**config.mk**
```make
export PLATFORM = sky130hd
export DESIGN_NAME = kb_key_event_ctrl_flat
export DESIGN_NICKNAME = d
export VERILOG_FILES = /design/src/rtl/kb_pkg.sv /design/src/rtl/kb_key_event_ctrl_if.sv /design/src/rtl/kb_event_fifo.sv /design/src/rtl/kb_key_event_ctrl.sv /design/src/flat_wrapper.sv
export SDC_FILE = /design/constraint.sdc
export NUM_CORES = 1
export LEC_CHECK = 0
export BUFFER_PORTS_ARGS = -buffer_cell sky130_fd_sc_hd__buf_2
export CORE_MARGIN = 8
export CORE_UTILIZATION = 55
export CTS_BUF_LIST = sky130_fd_sc_hd__clkbuf_4
export CTS_CLUSTER_DIAMETER = 60
export CTS_CLUSTER_SIZE = 10
export DETAILED_ROUTE_END_ITERATION = 7
export GPL_TIMING_DRIVEN = 0
export PLACE_DENSITY = 0.76
export SLEW_MARGIN = 30
export SYNTH_ARGS = -nofsm -noshare
export SYNTH_HDL_FRONTEND = slang
export SYNTH_SLANG_ARGS = --single-unit
```
**constraint.sdc**
```tcl
create_clock -name clk -period 3.5 [get_ports clk]
set_input_delay 1.05 -clock clk [delete_from_list [all_inputs] [get_ports clk]]
set_output_delay 1.05 -clock clk [all_outputs]
set_load 0.01 [all_outputs]
```
**src/rtl/kb_pkg.sv**
```systemverilog
// Shared constants, FSM state encoding and the set-2 make-code lookup
// for the keyboard key-event controller.
package kb_pkg;

  localparam int unsigned BYTE_W = 8;

  localparam logic [BYTE_W-1:0] SC_BREAK  = 8'hF0;
  localparam logic [BYTE_W-1:0] SC_EXT    = 8'hE0;
  localparam logic [BYTE_W-1:0] SC_LSHIFT = 8'h12;
  localparam logic [BYTE_W-1:0] SC_RSHIFT = 8'h59;
  localparam logic [BYTE_W-1:0] SC_CAPS   = 8'h58;
  localparam logic [BYTE_W-1:0] SC_UP     = 8'h75;
  localparam logic [BYTE_W-1:0] SC_DOWN   = 8'h72;
  localparam logic [BYTE_W-1:0] SC_LEFT   = 8'h6B;
  localparam logic [BYTE_W-1:0] SC_RIGHT  = 8'h74;

  localparam logic [BYTE_W-1:0] CH_BS    = 8'h08;
  localparam logic [BYTE_W-1:0] CH_CR    = 8'h0D;
  localparam logic [BYTE_W-1:0] CH_SPACE = 8'h20;
  localparam logic [BYTE_W-1:0] CH_UP    = 8'h11;
  localparam logic [BYTE_W-1:0] CH_DOWN  = 8'h12;
  localparam logic [BYTE_W-1:0] CH_LEFT  = 8'h13;
  localparam logic [BYTE_W-1:0] CH_RIGHT = 8'h14;
  localparam logic [BYTE_W-1:0] CASE_BIT = 8'h20;

  typedef enum logic [1:0] {
    S_IDLE      = 2'd0,
    S_BREAK     = 2'd1,
    S_EXT       = 2'd2,
    S_EXT_BREAK = 2'd3
  } kb_state_e;

  typedef struct packed {
    logic              hit;
    logic              letter;
    logic [BYTE_W-1:0] code;
  } kb_map_t;

  // Letters return their lower-case code; the caller applies case.
  function automatic kb_map_t kb_lookup(input logic [BYTE_W-1:0] sc);
    kb_map_t m;
    m = '0;
    m.hit = 1'b1;
    m.letter = 1'b1;
    case (sc)
      8'h1C: m.code = 8'h61;  8'h32: m.code = 8'h62;  8'h21: m.code = 8'h63;
      8'h23: m.code = 8'h64;  8'h24: m.code = 8'h65;  8'h2B: m.code = 8'h66;
      8'h34: m.code = 8'h67;  8'h33: m.code = 8'h68;  8'h43: m.code = 8'h69;
      8'h3B: m.code = 8'h6A;  8'h42: m.code = 8'h6B;  8'h4B: m.code = 8'h6C;
      8'h3A: m.code = 8'h6D;  8'h31: m.code = 8'h6E;  8'h44: m.code = 8'h6F;
      8'h4D: m.code = 8'h70;  8'h15: m.code = 8'h71;  8'h2D: m.code = 8'h72;
      8'h1B: m.code = 8'h73;  8'h2C: m.code = 8'h74;  8'h3C: m.code = 8'h75;
      8'h2A: m.code = 8'h76;  8'h1D: m.code = 8'h77;  8'h22: m.code = 8'h78;
      8'h35: m.code = 8'h79;  8'h1A: m.code = 8'h7A;
      default: begin
        m.letter = 1'b0;
        case (sc)
          8'h45: m.code = 8'h30;  8'h16: m.code = 8'h31;  8'h1E: m.code = 8'h32;
          8'h26: m.code = 8'h33;  8'h25: m.code = 8'h34;  8'h2E: m.code = 8'h35;
          8'h36: m.code = 8'h36;  8'h3D: m.code = 8'h37;  8'h3E: m.code = 8'h38;
          8'h46: m.code = 8'h39;
          8'h29: m.code = CH_SPACE;
          8'h66: m.code = CH_BS;
          8'h5A: m.code = CH_CR;
          default: m.hit = 1'b0;
        endcase
      end
    endcase
    return m;
  endfunction

endpackage

```
**src/rtl/kb_key_event_ctrl_if.sv**
```systemverilog
// Scan-byte input and character-output handshake of the key-event controller.
interface kb_key_event_ctrl_if;
  import kb_pkg::*;

  logic [BYTE_W-1:0] scan_code;
  logic              scan_ready;
  logic [BYTE_W-1:0] char_data;
  logic              char_valid;
  logic              char_ready;

  // master: keyboard/consumer side; slave: the controller
  modport master (output scan_code, scan_ready, char_ready,
                  input  char_data, char_valid);
  modport slave  (input  scan_code, scan_ready, char_ready,
                  output char_data, char_valid);
endinterface

```
**src/rtl/kb_event_fifo.sv**
```systemverilog
// DEPTH-entry synchronous event FIFO with a registered head entry;
// push and pop in one cycle both proceed, even when full.
module kb_event_fifo
  import kb_pkg::*;
#(
  parameter int unsigned DEPTH = 4
) (
  input  logic              clk,
  input  logic              resetn,
  input  logic              push,
  input  logic [BYTE_W-1:0] push_data,
  input  logic              pop,
  output logic [BYTE_W-1:0] head,
  output logic              head_valid,
  output logic              full,
  output logic              drop_c
);

  localparam int unsigned PTR_W = (DEPTH > 1) ? $clog2(DEPTH) : 1;
  localparam int unsigned CNT_W = $clog2(DEPTH) + 1;

  logic [BYTE_W-1:0] mem [DEPTH];
  logic [PTR_W-1:0]  wr_ptr_q, rd_ptr_q, rd_ptr_d;
  logic [CNT_W-1:0]  count_q, count_d;
  logic [BYTE_W-1:0] head_d;
  logic              pop_ok, push_ok, keep_old;

  assign pop_ok  = pop & head_valid;
  assign push_ok = push & (~full | pop_ok);
  assign drop_c  = push & full & ~pop_ok;

  // Next head: an older stored entry if one survives, else the incoming byte.
  always_comb begin
    count_d  = count_q;
    rd_ptr_d = rd_ptr_q;
    if (push_ok && !pop_ok) count_d = count_q + CNT_W'(1);
    else if (!push_ok && pop_ok) count_d = count_q - CNT_W'(1);
    if (pop_ok) rd_ptr_d = rd_ptr_q + PTR_W'(1);
    keep_old = pop_ok ? (count_q > CNT_W'(1)) : (count_q != '0);
    if (keep_old)     head_d = mem[rd_ptr_d];
    else if (push_ok) head_d = push_data;
    else              head_d = '0;
  end

  always_ff @(posedge clk) begin
    if (push_ok) mem[wr_ptr_q] <= push_data;
  end

  always_ff @(posedge clk or negedge resetn) begin
    if (!resetn) begin
      wr_ptr_q   <= '0;
      rd_ptr_q   <= '0;
      count_q    <= '0;
      head       <= '0;
      head_valid <= 1'b0;
      full       <= 1'b0;
    end else begin
      if (push_ok) wr_ptr_q <= wr_ptr_q + PTR_W'(1);
      rd_ptr_q   <= rd_ptr_d;
      count_q    <= count_d;
      head       <= head_d;
      head_valid <= (count_d != '0);
      full       <= (count_d == CNT_W'(DEPTH));
    end
  end

endmodule

```
**src/rtl/kb_key_event_ctrl.sv**
```systemverilog
// PS/2 set-2 byte sequencer: prefix/shift tracking, make-code translation,
// event FIFO. Optional caps lock behind macro KB_CAPS_LOCK_EN.
module kb_key_event_ctrl
  import kb_pkg::*;
#(
  parameter int unsigned DEPTH       = 4,
  parameter int unsigned TIMEOUT_CYC = 50000
) (
  input  logic                clk,
  input  logic                resetn,
  kb_key_event_ctrl_if.slave  bus,
  output logic                shift_on,
  output logic                overflow,
  input  logic                clr_overflow,
  output logic                caps_on
);

  localparam int unsigned TMO_W = $clog2(TIMEOUT_CYC + 1);

  kb_state_e         state_q, state_d;
  logic              shift_l_q, shift_l_d, shift_r_q, shift_r_d;
  logic [TMO_W-1:0]  tmo_q, tmo_d;
  logic              push, drop_c, fifo_full, upper;
  logic [BYTE_W-1:0] push_data;
  kb_map_t           map;
`ifdef KB_CAPS_LOCK_EN
  logic              caps_d;
`endif

  assign map   = kb_lookup(bus.scan_code);
  assign upper = shift_on ^ caps_on;

  // Next-state, prefix/shift tracking and event generation.
  always_comb begin
    state_d   = state_q;
    shift_l_d = shift_l_q;
    shift_r_d = shift_r_q;
    tmo_d     = tmo_q;
    push      = 1'b0;
    push_data = '0;
`ifdef KB_CAPS_LOCK_EN
    caps_d    = caps_on;
`endif
    if (bus.scan_ready) begin
      tmo_d = '0;
      case (state_q)
        S_IDLE: begin
          if (bus.scan_code == SC_BREAK)       state_d = S_BREAK;
          else if (bus.scan_code == SC_EXT)    state_d = S_EXT;
          else if (bus.scan_code == SC_LSHIFT) shift_l_d = 1'b1;
          else if (bus.scan_code == SC_RSHIFT) shift_r_d = 1'b1;
`ifdef KB_CAPS_LOCK_EN
          else if (bus.scan_code == SC_CAPS)   caps_d = ~caps_on;
`endif
          else if (map.hit) begin
            push      = 1'b1;
            push_data = (map.letter && upper) ? (map.code ^ CASE_BIT) : map.code;
          end
        end
        S_BREAK: begin
          state_d = S_IDLE;
          if (bus.scan_code == SC_LSHIFT)      shift_l_d = 1'b0;
          else if (bus.scan_code == SC_RSHIFT) shift_r_d = 1'b0;
        end
        S_EXT: begin
          if (bus.scan_code == SC_BREAK) begin
            state_d = S_EXT_BREAK;
          end else begin
            state_d = S_IDLE;
            case (bus.scan_code)
              SC_UP:    begin push = 1'b1; push_data = CH_UP;    end
              SC_DOWN:  begin push = 1'b1; push_data = CH_DOWN;  end
              SC_LEFT:  begin push = 1'b1; push_data = CH_LEFT;  end
              SC_RIGHT: begin push = 1'b1; push_data = CH_RIGHT; end
              default:  ;
            endcase
          end
        end
        default: state_d = S_IDLE;
      endcase
    end else if (state_q != S_IDLE) begin
      if (tmo_q == TMO_W'(TIMEOUT_CYC - 1)) begin
        state_d = S_IDLE;
        tmo_d   = '0;
      end else begin
        tmo_d = tmo_q + TMO_W'(1);
      end
    end
  end

  always_ff @(posedge clk or negedge resetn) begin
    if (!resetn) begin
      state_q   <= S_IDLE;
      shift_l_q <= 1'b0;
      shift_r_q <= 1'b0;
      shift_on  <= 1'b0;
      tmo_q     <= '0;
      overflow  <= 1'b0;
    end else begin
      state_q   <= state_d;
      shift_l_q <= shift_l_d;
      shift_r_q <= shift_r_d;
      shift_on  <= shift_l_d | shift_r_d;
      tmo_q     <= tmo_d;
      // A drop in the same cycle as a clear leaves the flag set.
      if (drop_c)            overflow <= 1'b1;
      else if (clr_overflow) overflow <= 1'b0;
    end
  end

`ifdef KB_CAPS_LOCK_EN
  always_ff @(posedge clk or negedge resetn) begin
    if (!resetn) caps_on <= 1'b0;
    else         caps_on <= caps_d;
  end
`else
  assign caps_on = 1'b0;
`endif

  kb_event_fifo #(.DEPTH(DEPTH)) u_fifo (
    .clk        (clk),
    .resetn     (resetn),
    .push       (push),
    .push_data  (push_data),
    .pop        (bus.char_ready),
    .head       (bus.char_data),
    .head_valid (bus.char_valid),
    .full       (fifo_full),
    .drop_c     (drop_c)
  );

  logic unused_full;
  assign unused_full = fifo_full;

endmodule

```
**src/flat_wrapper.sv**
```systemverilog
// flat-port wrapper written by rule: the top's interface ports become plain ports
module kb_key_event_ctrl_flat import kb_pkg::*;
#(
  parameter int unsigned DEPTH       = 4,
  parameter int unsigned TIMEOUT_CYC = 50000
)
  (clk, resetn, shift_on, overflow, clr_overflow, caps_on, bus_scan_code, bus_scan_ready, bus_char_ready, bus_char_data, bus_char_valid);
  kb_key_event_ctrl_if bus_i ();
  input  logic clk;
  input  logic resetn;
  output logic shift_on;
  output logic overflow;
  input  logic clr_overflow;
  output logic caps_on;
  input wire logic [$bits(bus_i.scan_code)-1:0] bus_scan_code;
  input wire logic [$bits(bus_i.scan_ready)-1:0] bus_scan_ready;
  input wire logic [$bits(bus_i.char_ready)-1:0] bus_char_ready;
  output wire logic [$bits(bus_i.char_data)-1:0] bus_char_data;
  output wire logic [$bits(bus_i.char_valid)-1:0] bus_char_valid;
  assign bus_i.scan_code = bus_scan_code;
  assign bus_i.scan_ready = bus_scan_ready;
  assign bus_i.char_ready = bus_char_ready;
  assign bus_char_data = bus_i.char_data;
  assign bus_char_valid = bus_i.char_valid;
  kb_key_event_ctrl #(.DEPTH(DEPTH), .TIMEOUT_CYC(TIMEOUT_CYC)) u_core (.clk(clk), .resetn(resetn), .bus(bus_i), .shift_on(shift_on), .overflow(overflow), .clr_overflow(clr_overflow), .caps_on(caps_on));
endmodule
```
Word-level counts from Yosys, hierarchy flattened

Memory sizes are Yosys's and may differ from the RTL's.
Index checks and enable logic that the tools add are counted.

Memories: 1
Logic and storage cells: 153
Flip-flop bits (word level): 39
Output and inout port bits: 12
Memory bits (writable): 32

Multiplexer cells: 57
Order comparisons: 1
Reductions and logical operators: 16
Bitwise operators: 9
$add $sub $neg: 5
Equality and inequality tests: 52

Memory list:

| memory            | depth | width | rd ports | clocked after Yosys merged registers in | wr ports | line                | RTL |
|---|---|---|---|---|---|---|---|
| u_core.u_fifo.mem | 4     | 8     | 1        | 0                                       | 1        | kb_event_fifo.sv:22 | `logic [BYTE_W-1:0] mem [DEPTH];` |

Operators by type and width:

| kind                  | count |
|---|---|
| $eq 8x6->1 const B    | 23 |
| $pmux 7 s26           | 1 |
| $eq 8x7->1 const B    | 14 |
| $pmux 6 s13           | 1 |
| $eq 8x5->1 const B    | 8 |
| $mux 8                | 8 |
| $mux 16               | 3 |
| $mux 1                | 26 |
| $reduce_or 26->1      | 1 |
| $pmux 5 s4            | 1 |
| $add 16x1->16 const B | 1 |
| $eq 16x16->1 const B  | 1 |
| $eq 8x8->1 const B    | 2 |
| $mux 2                | 8 |
| $pmux 8 s2            | 1 |
| $reduce_or 13->1      | 1 |
| $reduce_bool 2->1     | 4 |
| $mux 7                | 1 |
| $mux 3                | 2 |
| $mux 6                | 1 |
| $pmux 1 s2            | 3 |
| $reduce_bool 3->1     | 2 |
| $add 2x1->2 const B   | 2 |
| $and 1x1->1           | 4 |
| other kinds (15)      | 21 |

Depth between registers and ports, before layout

Gate-level depths: netlist (run 1).

Depth in word-level cells: 17
Gate-level depth with buffers: 11

Hierarchy

A second synthesis (run 1) with hierarchy kept.

Cell total of the unflattened synthesis: 465
Area, all modules: 4694.5 sq um

By module, submodules not included:

| module            | area an instance (sq um) | instances | cells an instance |
|---|---|---|---|
| kb_event_fifo     | 2366.0                   | 1         | 164 |
| kb_key_event_ctrl | 2328.5                   | 1         | 301 |

Worst setup path after synthesis (run 1)

No wires, ideal clock.

Path type: input-to-reg
From: input port bus_scan_code[5]
To: memory u_core.u_fifo.mem[0][0] (enable)
Stages: 9
Setup time: 0.326 ns
Data required time: 3.174 ns
Data arrival time: 2.985 ns
Slack: 0.190 ns
Buffers on the path: 3
Cells stage by stage: buf_2 buf_4 nor4bb_2 o211ai_1 nor2b_1 a31oi_4 a21boi_2 buf_4 and2_1

Word-level cells in the longest chain between the ends: 14
Elaborated cells on any way between the ends: 64
Classes of those cells: eq/ne (47); mux (13); bitwise (1); reduce/logical (3)

RTL lines:

| element                                  | line                    | RTL |
|---|---|---|
| start, declared                          | flat_wrapper.sv:15      | `input wire logic [$bits(bus_i.scan_code)-1:0] bus_scan_code;` |
| $eq 8x7->1, or another cell as far along | kb_pkg.sv:57            | `case (sc)` |
| $reduce_or 13->1 (no source line)        | --                      |  |
| $mux 1                                   | kb_pkg.sv:57            |  |
| $mux 2                                   | kb_pkg.sv:45            | `case (sc)` |
| $mux 1                                   | kb_key_event_ctrl.sv:55 | `else if (map.hit) begin` |
| $mux 1                                   | kb_key_event_ctrl.sv:51 | `else if (bus.scan_code == SC_RSHIFT) shift_r_d = 1'b1;` |
| $mux 1                                   | kb_key_event_ctrl.sv:50 | `else if (bus.scan_code == SC_LSHIFT) shift_l_d = 1'b1;` |
| $mux 1                                   | kb_key_event_ctrl.sv:49 | `else if (bus.scan_code == SC_EXT) state_d = S_EXT;` |
| $mux 1                                   | kb_key_event_ctrl.sv:48 | `if (bus.scan_code == SC_BREAK) state_d = S_BREAK;` |
| $pmux 1 s2 *                             | kb_key_event_ctrl.sv:46 | `case (state_q)` |
| $mux 1 *                                 | kb_key_event_ctrl.sv:44 | `if (bus.scan_ready) begin` |
| $and 1x1->1 *                            | kb_event_fifo.sv:29     | `assign push_ok = push & (~full \| pop_ok);` |
| $mux 1 *                                 | kb_event_fifo.sv:46     | `if (push_ok) mem[wr_ptr_q] <= push_data;` |
| $mux 1 (not written as such) *           | kb_event_fifo.sv:46     |  |
| end, declared                            | kb_event_fifo.sv:22     |  |

Mark *: on every way between the ends. The rest lies on a longest branch, timed or not.

Worst setup path after layout (run 1)

From: input port bus_scan_code[5]
To: memory u_core.u_fifo.mem[2][2] (enable)

The elaborated chain is that of the path after synthesis.

==> impl_results.md, run 1 <==
- CP startpoint kind: input port
- Worst setup path startpoint: bus_scan_code[5]
- Fin nets: 494
- Vias in the first global route: 3549
- Drt first pass iters: 5
- Period utilization: 0.9756
- Reg2reg end: u_core.u_fifo.mem[2][2]
- Final setup vio count: 0
- Area grow syn2layout: 10.93%
- Slew Viols, Final: 0
- CTS tree: built
- Sink Count: 66
- Via Count: 3582
- Critical Path Sink: u_core.u_fifo.mem[2][2]
- Die Wd: 103.9 um
- Reg2Reg Setup Slack: around 0.83 ns
- Unrepaired setup endpoints after global routing: false
- Clk root buf: clkbuf_4
- Mean Syn Cell Area: approximately 9.7 um2
- Clk_skew: 0.01268 ns
- Initial antenna violation count: 1
- Post-Syn Instances: 439
- RR Startpoint: u_core.state_q[0]
- Max Clk Rate: 292.9 MHz
- Layout cells sized above 1: 0.1908
- Yosys Warn Count: 0
- Final Hold Fails: 0
- CORE AREA: 7607 um2
- Sequential share of the synthesized area: 0.4218
- Total CTS buffers: 9
- Static leakage: 1.852 nW
- Async set or reset register ratio after synthesis: 0.5758
- Number of DRC markers in iteration 0: 303
- GRT overflow: 0
- Worst VDD drop: ~400 uV
- Synthesized area: 4248 um2
- HPWL after DPL: 7487 um
- Gpl congestion: 0.9397
- Worst EP required: 3.59 ns
- Hold Crit Class: register to register
- Core Rows: 32
- Total power: 2.368 mW
- Routed WL: around 10000 um
- Number of H-tree levels: 3
- Top Ports: 25
- CTS max path bufs: 2
- Per-cell routed wire length: 18.10 um
- Gr usage total: 0.1957
- Hold buffer count at CTS: 0
- ANT nets after route: 0
- Die H: approximately 100 um
- Setup TNS: 0 ns
- Rel. slew slack: 0.4138
- Max cap viols: 0
- Clock transition at path regs: 0.11 ns
- Clock Latency Late Sink: slightly below 0.4 ns
- Crit Path Max Fanout: 10
- EDFF count, synth: 28
- CP arrival: 3.51 ns
- Distinct cells, synth: 81
- Status: finished clean
- DRC violations left: 0
- Initial Util: 0.5584
- CP endpoint kind: register
- Worst-Margin Slew: 0.8763 ns
- Fillers: about 660
- Crit Path Category: input port to register
- First-pass GRT wire length: 17350 um
- Largest net degree at the start of global routing: 39
- Via/cell ratio: ~6.2
- PortBufs: 19
- Power density over the cells: 502.6 nW/um2
- Worst Reg-to-Reg Cells: 8
- Synth Register Bits: 66
- Main synth FF type: dfrtp_1
- Die area: approximately 11000 um2
- Post-layout min period: 3.414 ns
[worst min path at each step]
stage / start / end / slack (ns) / cells after the start
floorplan: u_core.shift_r_q / u_core.shift_r_q / 0.45 / 2
detailed placement: u_core.shift_l_q / u_core.shift_l_q / 0.48 / 2
global route: u_core.shift_r_q / u_core.shift_r_q / 0.52 / 2
global placement: u_core.shift_r_q / u_core.shift_r_q / 0.46 / 2
CTS: u_core.shift_r_q / u_core.shift_r_q / 0.50 / 2
finish: u_core.shift_r_q / u_core.shift_r_q / 0.50 / 2
[flip-flops by register name, summed over array words and instances (netlist names)]
| signal | count |
|---|---|
| u_core.u_fifo.full | 1 |
| u_core.u_fifo.rd_ptr_q | 2 |
| u_core.tmo_q | 16 |
| u_core.u_fifo.head | 7 |
| u_core.shift_r_q | 1 |
| u_core.u_fifo.wr_ptr_q | 2 |
| u_core.state_q | 2 |
| u_core.u_fifo.count_q | 3 |
| u_core.overflow | 1 |
| u_core.u_fifo.mem | 28 |
| u_core.u_fifo.head_valid | 1 |
| u_core.shift_on | 1 |
| u_core.shift_l_q | 1 |
[metal layers]
| layer | up-vias | routed length [um] | track usage |
|---|---|---|---|
| li1 | 1673 | - | - |
| met1 | 1730 | 4520 | 0.2459 |
| met2 | 150 | 4984 | 0.3158 |
| met3 | 29 | 749 | 0.04461 |
| met4 | 0 | 243 | 0.08480 |
| met5 | - | 0 | 0 |
[cells in the mapped netlist (all sizes together), types with 2 or more instances]
cell type	instances	share of area
nor4b	4	0.015
or4	2	0.0035
a311oi	2	0.0041
nand4	5	0.0074
o32ai	2	0.0041
a211oi	4	0.0071
buf	19	0.033
o31ai	2	0.0035
nand2	56	0.049
xor2	8	0.016
nand3b	8	0.014
a31oi	8	0.015
xnor2	8	0.016
nand2b	9	0.015
edfxtp	28	0.20
nor4	2	0.0065
a22oi	2	0.0035
a21oi	8	0.0094
clkbuf	10	0.0088
and3	5	0.0074
nor2b	14	0.021
o2111ai	2	0.0041
nor2	43	0.039
o211ai	6	0.013
a31o	2	0.0041
or2	2	0.0029
mux4	7	0.037
a221oi	2	0.0041
nor3b	2	0.0035
ha	9	0.027
o22ai	7	0.010
nor3	10	0.013
or4b	2	0.0056
nand3	15	0.018
dfrtp	38	0.22
inv	11	0.0097
mux2i	3	0.0071
or3	2	0.0029
a21o	2	0.0035
a32oi	3	0.0080
nor4bb	3	0.0085
o21a	2	0.0038
o21ai	31	0.037
and2	9	0.013
o21ba	2	0.0047
[area by class of cell]
| class | instances | area (um2) | area share |
|---|---|---|---|
| Clock inverter | 7 | 115.1 | 0.02443 |
| Clock buffer | 9 | 67.56 | 0.01434 |
| Timing Repair Buffer | 21 | 112.6 | 0.02390 |
| Multi-Input combinational cell | 334 | 2277 | 0.4833 |
| Antenna cell | 1 | 2.502 | 0.0005311 |
| Buffer | 29 | 176.4 | 0.03744 |
| Tap cell | 102 | 127.6 | 0.02708 |
| Inverter | 11 | 41.29 | 0.008763 |
| Sequential cell | 66 | 1792 | 0.3802 |
[layout by cell type (no fill, tap or decap), types with 3 or more instances in the layout]
master     Yosys  layout
nand2_1       56      56
nor2_1        42      42
dfrtp_1       38      38
edfxtp_1      28      28
buf_2          6      24
o21ai_0       23      23
nand3_1       15      15
nor2b_1       14      13
inv_1         11      11
buf_4          8      11
clkbuf_1      10      10
nor3_1         9       9
ha_1           9       9
clkbuf_4       0       9
o21ai_1        8       8
nand2b_1       8       8
nand3b_1       8       8
xor2_1         8       8
a21oi_1        8       8
a31oi_1        7       7
xnor2_1        8       7
mux4_2         7       7
o22ai_1        7       7
and2_1         9       5
and3_1         5       5
nand4_1        5       5
buf_6          4       4
a211oi_1       4       4
o211ai_1       4       4
and2_2         0       4
mux2i_1        3       3
bufinv_16      0       3
[worst max-delay path: stages]
cell and delay, ns:
buf_2 0.20, nor4b_2 0.61, a32oi_2 0.23, o211ai_2 0.15
nor4_4 0.11, a31oi_4 0.32, a21boi_2 0.32, buf_4 0.22
and2_2 0.29
[kinds of logic (layout without fill, tap and decap cells)]
| family | after synthesis | after routing | share of synthesized area |
|---|---|---|---|
| multiplexers | 11 | 11 | 0.04683 |
| flip-flops | 66 | 66 | 0.4218 |
| XOR/XNOR | 16 | 16 | 0.03299 |
| adder cells (fa/ha/maj) | 9 | 9 | 0.02651 |
| AO/OA/AOI/OAI | 98 | 98 | 0.1638 |
| other | 1 | 3 | 0.0008828 |
| AND/OR/NAND/NOR | 198 | 198 | 0.2560 |
| buffers and inverters | 40 | 77 | 0.05125 |
[stage by stage]
step           hold slack [ns]  std cells  utilization  area, um2  setup WS [ns]
6_report                0.4971        580       0.6194       4712        0.08552
5_1_grt                 0.5214        580       0.6194       4712      0.0001474
4_1_cts                 0.5013        577       0.6138       4669        0.08633
3_5_place_dp            0.4806        561       0.5891       4482        -0.4904
3_3_place_gp            0.4638        561       0.5882       4474        -0.4205
2_1_floorplan           0.4451        440            -       4252         0.1895
[power by group]
| part | leakage [nW] | switching [mW] | internal (mW) | total (mW) |
|---|---|---|---|---|
| logic | 0.991 | 0.410 | 0.328 | 0.738 |
| registers | 0.767 | 0.0708 | 0.913 | 0.984 |
| clock network | 0.0940 | 0.285 | 0.361 | 0.646 |
| total | 1.85 | 0.766 | 1.60 | 2.37 |
[repair_timing]
item / CTS / global route
buffers inserted: 0 / 2
gates resized for setup: 4 / 4
endpoints found under the hold margin: 0 / 0
setup endpoints to repair: 20 / 28
pin swaps: 0 / 1
Power figures use the tool's default switching activity.
==> run 2: changes to the inputs <==
SYNTH_HIERARCHICAL = 1   (was not set)
==> run 2 against run 1 <==
Effect of this change: setup slack worse by 0.031 ns; fmax fell by 0.91%; wire length grew 8.2%; first-iteration DRC count down 7.3%; worst hold slack got worse by 0.0087 ns; largest power group unchanged; largest cell class unchanged; final cell count rose by 7.1%; sequential power is 9.8% higher; global-route usage fell by 0.27 points; register-to-register slack got worse by 0.30 ns.
==> impl_results.md, run 2 <==
- Status: finished clean
- Largest register FFs: 32
- Final setup vio count: 0
- Ant. Diodes: 0
- Top cell type's share of synthesized area: 0.2079
- Reg with most FFs: u_core/u_fifo/mem
- RR Startpoint: u_core/state_q[1]
- Finished Core Util: 0.6423
- Slew Viols, Final: 0
- Total power: 2.609 mW
- Synth Register Bits: a little over 70
- Static leakage: 2.188 nW
- Most common cell after layout, fill and taps aside: mux2i_1
- Worst-Margin Slew: roughly 0.87 ns
- CORE AREA: 8258 um2
- PortBufs: 18
- Largest net degree at the start of global routing: 40
- Final Hold Fails: 0
- Period utilization: 0.9846
- Setup TNS: 0 ns
- Fin nets: between 500 and 600
- Post-layout min period: 3.446 ns
- CP startpoint kind: input port
- Max Clk Rate: 290.2 MHz
- Number of DRC markers in iteration 0: 281
- Routed WL: 11360 um
- Gr usage total: 0.1930
- CP peak stage delay: 0.39 ns
- Hold Path Sink: u_core/overflow
- Distinct cells, synth: slightly below 80
- Layout cells sized above 1: 0.2190
- Buffer and inverter count on the worst path: 4
- Hold wc startpoint: u_core/overflow
- Most common cell in the netlist: mux2i_1
- Post-Syn Instances: 465
- Gpl congestion: a little under 1
- Die area: 11750 um2
- Reg2reg end: u_core/u_fifo/head_valid
- Core Rows: 33
- Sink Count: 71
- Yosys top cell by area: dfrtp_1
- Reg2Reg Setup Slack: 0.53 ns
- HPWL after DPL: 7728 um
- CP arrival: approximately 3.7 ns
- Area grow syn2layout: 12.98%
- Top cells by area, synth: dfrtp_1 21%, edfxtp_1 20%, mux2i_1 9.8%
- Main synth FF type: dfrtp_1
- Clk root buf: clkbuf_4
- DRC violations left: 0
- Clock transition at path regs: 0.11 ns
- Hold buffer count at CTS: 0
- Drt first pass iters: 5
- Sequential share of the synthesized area: 0.4126
- Critical-path cell list: buf_2 > nor2b_1 > clkbuf_4 > buf_6 > nand3_1 > o21ai_0 > a21oi_1 > and4_2 > a22oi_2 > buf_4 > nor2b_4 > a31oi_2 > xor2_1 > or3b_1
- Vias in the first global route: 3685
- Die Wd: 108.4 um
- Via Count: 3905
- Power density over the cells: 491.9 nW/um2
- Hold Crit Class: register to register
- Largest regs: u_core/u_fifo/mem (32), u_core/tmo_q (16), u_core/u_fifo/head (8)
- CTS max path bufs: 2
- Yosys Warn Count: 6
- Total CTS buffers: 9
- Most frequent cells in the layout: 46 x mux2i_1, 44 x nand2_1, 39 x dfrtp_1
- Async set or reset register ratio after synthesis: 0.5493
- CP endpoint kind: register
- Worst Hold Depth: 1
- Worst EP required: 3.78 ns
- Crit path max-delay family: simple AND/OR/NAND/NOR gates
- Initial Util: 0.5685
- Per-cell routed wire length: 18.29 um
- Crit Path Max Fanout: 10
- ANT nets after route: 0
- Gr busiest metal: met2
- Synthesized area: 4695 um2
- Worst Reg-to-Reg Cells: 11
- Clk_skew: 0.01893 ns
- Initial antenna violation count: 0
- Placed cell area: 4945 um2
- Grt met3 use: 0.03629
- Hold slack: 0.4885 ns
- M1 GR Usage: 0.2467
- Number of H-tree levels: 3
- EDFF count, synth: 32
- GRT overflow: 0
- Mean Syn Cell Area: a little over 10 um2
- Crit Path Category: input port to register
- CTS tree: built
- Clock Latency Late Sink: 0.39 ns
- Fin area: 5304 um2
- Max cap viols: 0
- Met2 GRT Util: 0.3121
- Worst VDD drop: 173.9 uV
- Critical-path top delay cell: or3b_1
- Die H: ~110 um
- Synth cell count leaders: 46 x mux2i_1, 44 x nand2_1, 39 x dfrtp_1
- First-pass GRT wire length: approximately 18000 um
- Top Ports: 25
- Via/cell ratio: 6.288
- Rel. slew slack: 0.4183
-- run 2: changes by cell type after synthesis, sizes merged, moves of 8 or more --
cell   previous run  this run
buf              19        27
mux2i             3        46
nor2             43        23
nand3            15        23
a22o              1         9
nand2            56        46
-- run 2: what timing repair did --
| action | CTS | global route |
|---|---|---|
| buffers inserted | 3 | 10 |
| pin swaps | 1 | 8 |
| gates cloned | 0 | 0 |
| resized for setup | 6 | 27 |
| setup endpoints to repair | 36 | 33 |
-- run 2: worst reg2reg max path, cell delays in order (launching register included) --
cell and delay (ns):
dfrtp_1 0.49, nand3b_1 0.14, or3_4 0.37, nor2_4 0.11, o21ai_2 0.12, and4_2 0.27, a22oi_2 0.27, buf_4 0.18
nor2b_4 0.15, a31oi_2 0.11, xor2_1 0.23, or3b_1 0.39
-- run 2: area by class of cell --
class                   instances  area [um2]
well taps                     105       131.4
multi-input cells             355        2596
flip-flops and latches         71        1937
clock buffers                  10       75.07
fillers                       664        2954
inverters                      12       45.04
repair buffers                 31       190.2
clock inverters                 5       48.80
plain buffers                  32       280.3
-- run 2: worst max-delay path by stage --
stage | start | to | slack (ns) | cells after the start
global placement | bus_scan_code[0] | u_core/u_fifo/mem[1][0] | -0.85 | 11
floorplan | bus_scan_code[3] | u_core/u_fifo/head_valid | 0.03 | 12
detailed placement | bus_scan_code[3] | u_core/u_fifo/mem[3][2] | -0.79 | 11
finish | bus_scan_code[1] | u_core/u_fifo/head_valid | 0.05 | 14
global route | bus_scan_code[1] | u_core/u_fifo/head_valid | -0.05 | 14
CTS | bus_scan_code[2] | u_core/u_fifo/head_valid | 0.02 | 13
-- run 2: through the flow --
step | worst slack, ns | instances
after floorplan | 0.02590 | 470
after global placement | -0.8473 | 593
after detailed placement | -0.7887 | 593
after CTS | 0.01611 | 611
after global routing | -0.05243 | 621
final | 0.05406 | 621
-- run 2: cells by family after synthesis --
group,share of synthesized area
buffers and inverters,0.06450
flip-flops,0.4126
XOR/XNOR,0.01306
AO/OA/AOI/OAI,0.1716
AND/OR/NAND/NOR,0.2156
adder cells (fa/ha/maj),0.02132
multiplexers,0.1005
other,0.0007988
-- run 2: per-layer routing --
layer | up-vias | part of all wire | routed length (um)
li1 | 1846 | - | -
met1 | 1831 | 0.42 | 4782
met2 | 182 | 0.47 | 5371
met3 | 46 | 0.072 | 820
met4 | 0 | 0.034 | 385
met5 | - | 0 | 0
-- run 2: power by group --
group / internal [mW] / leakage (nW) / switching (mW)
combinational: 0.485 / 1.31 / 0.573
sequential: 0.998 / 0.803 / 0.0796
clock: 0.217 / 0.0716 / 0.257
==> run 3: changes to the inputs <==
CORE_UTILIZATION = 35   (was 55)
PLACE_DENSITY = 0.54   (was 0.76)
==> run 3 against run 2 <==
Effect of this change: clock power up 7.8%; power up 2.0%; wire length up 0.35%; global-route usage down 6.2 points; setup slack worse by 0.018 ns; design area up 1.1%; combinational power about the same; die area up 48%; critical path depth down 1; count of clock-buffer cells in the layout up 2; largest cell class unchanged.
==> impl_results.md, run 3 (synthesis gave the netlist of run 2 again) <==
- Status: finished clean
- Max Clk Rate: 288.7 MHz
- Clk_skew: 0.01088 ns
- Worst EP required: 3.80 ns
- Buffer and inverter count on the worst path: 3
- HPWL after DPL: 8121 um
- Max cap viols: 0
- Drt first pass iters: 5
- GRT overflow: 0
- Initial Util: 0.3559
- Crit path max-delay family: simple AND/OR/NAND/NOR gates
- Hold buffer count at CTS: 0
- Final WS setup: 0.03652 ns
- Core Rows: 42
- Static leakage: 2.148 nW
- Most frequent cells in the layout: 45 x mux2i_1, 44 x nand2_1, 39 x dfrtp_1
- Rel. slew slack: 0.4467
- Number of H-tree levels: 3
- Routed wl met3: about 550 um
- Placed cell area: 5034 um2
- CTS tree: built
- Fin nets: 530
- Largest register FFs: 32
- Met1 WL: 5126 um
- Routed WL: 11400 um
- Worst VDD drop: ~150 uV
- Gpl congestion: 0.9044
- Clock transition at path regs: 0.11 ns
- Per-cell routed wire length: 16.50 um
- Metal2 WL: 5501 um
- Via Count: 3820
- Critical-path top delay cell: or3b_1
- CTS max path bufs: 2
- Die H: 131.8 um
- Power density over the cells: 496.4 nW/um2
- CP endpoint kind: register
- CP startpoint kind: input port
- Slew Viols, Final: 0
- First-pass GRT wire length: 18710 um
- Most common cell after layout, fill and taps aside: mux2i_1
- Crit Path Max Fanout: 10
- Clk root buf: clkbuf_4
- Largest regs: u_core/u_fifo/mem (32), u_core/tmo_q (16), u_core/u_fifo/head (8)
- Layout cells sized above 1: 0.2198
- ANT nets after route: 0
- Critical-path cell list: buf_4 > buf_6 > nor2_2 > nand3_1 > o211ai_1 > a41oi_1 > and3_2 > a22oi_2 > buf_4 > nor2b_4 > a31oi_2 > xor2_1 > or3b_1
- Fin area: 5363 um2
- Fillers: between 1000 and 1500
- Via/cell ratio: 5.528
- Register area: 1937 um2
- Sink Count: 71
- Period utilization: 0.9896
- Top layer in use: met4
- Worst-Margin Slew: approximately 0.83 ns
- Area of the multi-input gates: 2572 um2
- PortBufs: 18
- Clock Latency Late Sink: 0.41 ns
- CP peak stage delay: 0.38 ns
- Hold Crit Class: register to register
- Initial antenna violation count: 1
- Area grow syn2layout: 14.23%
- Gr usage total: 0.1308
- Final Hold Fails: 0
- Number of DRC markers in iteration 0: 221
- Vias in the first global route: 3627
- Final setup vio count: 0
- CP arrival: roughly 3.8 ns
- Largest net degree at the start of global routing: 40
- Die Wd: 131.8 um
- CORE AREA: about 13000 um2
- Die area: 17380 um2
- Total CTS buffers: 9
- Reg with most FFs: u_core/u_fifo/mem
- Crit Path Category: input port to register
- DRC violations left: 0
- DP Worst Slack: -0.8369 ns
- Top Ports: 25
- Most frequent CP cell: buf_4
- Post-layout min period: 3.463 ns
==> run 3: cell type report <==
cell class                      count  area share
Antenna cell                        1   0.0004666
Tap cell                          176     0.04106
Clock buffer                       12     0.01680
Multi-Input combinational cell    355      0.4797
Timing Repair Buffer               28     0.03173
Sequential cell                    71      0.3612
Clock inverter                      4    0.008633
Buffer                             32     0.05203
Inverter                           12    0.008399
==> run 3: metrics by stage <==
stage / TNS (ns) / power, mW / instances / hold WS [ns] / utilization
after floorplan: 0 / 1.857 / 470 / 0.4419 / -
after global placement: -32.98 / 2.109 / 664 / 0.4576 / 0.3816
after detailed placement: -31.10 / 2.118 / 664 / 0.4740 / 0.3816
after CTS: -0.04789 / 2.645 / 682 / 0.4996 / 0.3954
after global routing: -0.02278 / 2.839 / 691 / 0.5295 / 0.4066
final: 0 / 2.662 / 691 / 0.4929 / 0.4066
==> run 3: final timing paths <==
check,from,endpoint,slack (ns),depth (start not counted)
max,bus_scan_code[3],u_core/u_fifo/head_valid,0.04,13
min,u_core/overflow,u_core/overflow,0.49,1
max reg2reg,u_core/state_q[1],u_core/u_fifo/head_valid,0.49,11
min reg2reg,u_core/overflow,u_core/overflow,0.49,1
max in group asynchronous,resetn,u_core/tmo_q[14],2.52,1
min in group asynchronous,resetn,u_core/tmo_q[5],0.60,1
==> run 3: power by group <==
part / internal [mW] / total (mW) / switching (mW)
logic: 0.507 / 1.07 / 0.567
clock network: 0.239 / 0.511 / 0.272
registers: 0.997 / 1.08 / 0.0806
total: 1.74 / 2.66 / 0.919
==> run 3: what timing repair did <==
item / 4_1_cts / 5_1_grt
setup endpoints to repair: 36 / 33
pin swaps: 2 / 6
gates resized for setup: 6 / 28
buffers inserted: 2 / 8
==> run 3: worst register-to-register path, stage by stage, from the launching register on <==
cell	delay (ns)
dfrtp_1	0.50
nand3b_1	0.17
or3_4	0.38
nor2_4	0.11
o21ai_2	0.11
and4_2	0.25
a22oi_2	0.30
buf_4	0.19
nor2b_4	0.15
a31oi_2	0.11
xor2_1	0.25
or3b_1	0.38
==> run 3: per-layer routing <==
metal	vias to the layer above	GRT usage
met5	-	0
met4	0	0.05361
met3	17	0.02515
met2	128	0.2177
met1	1837	0.1629
li1	1838	-
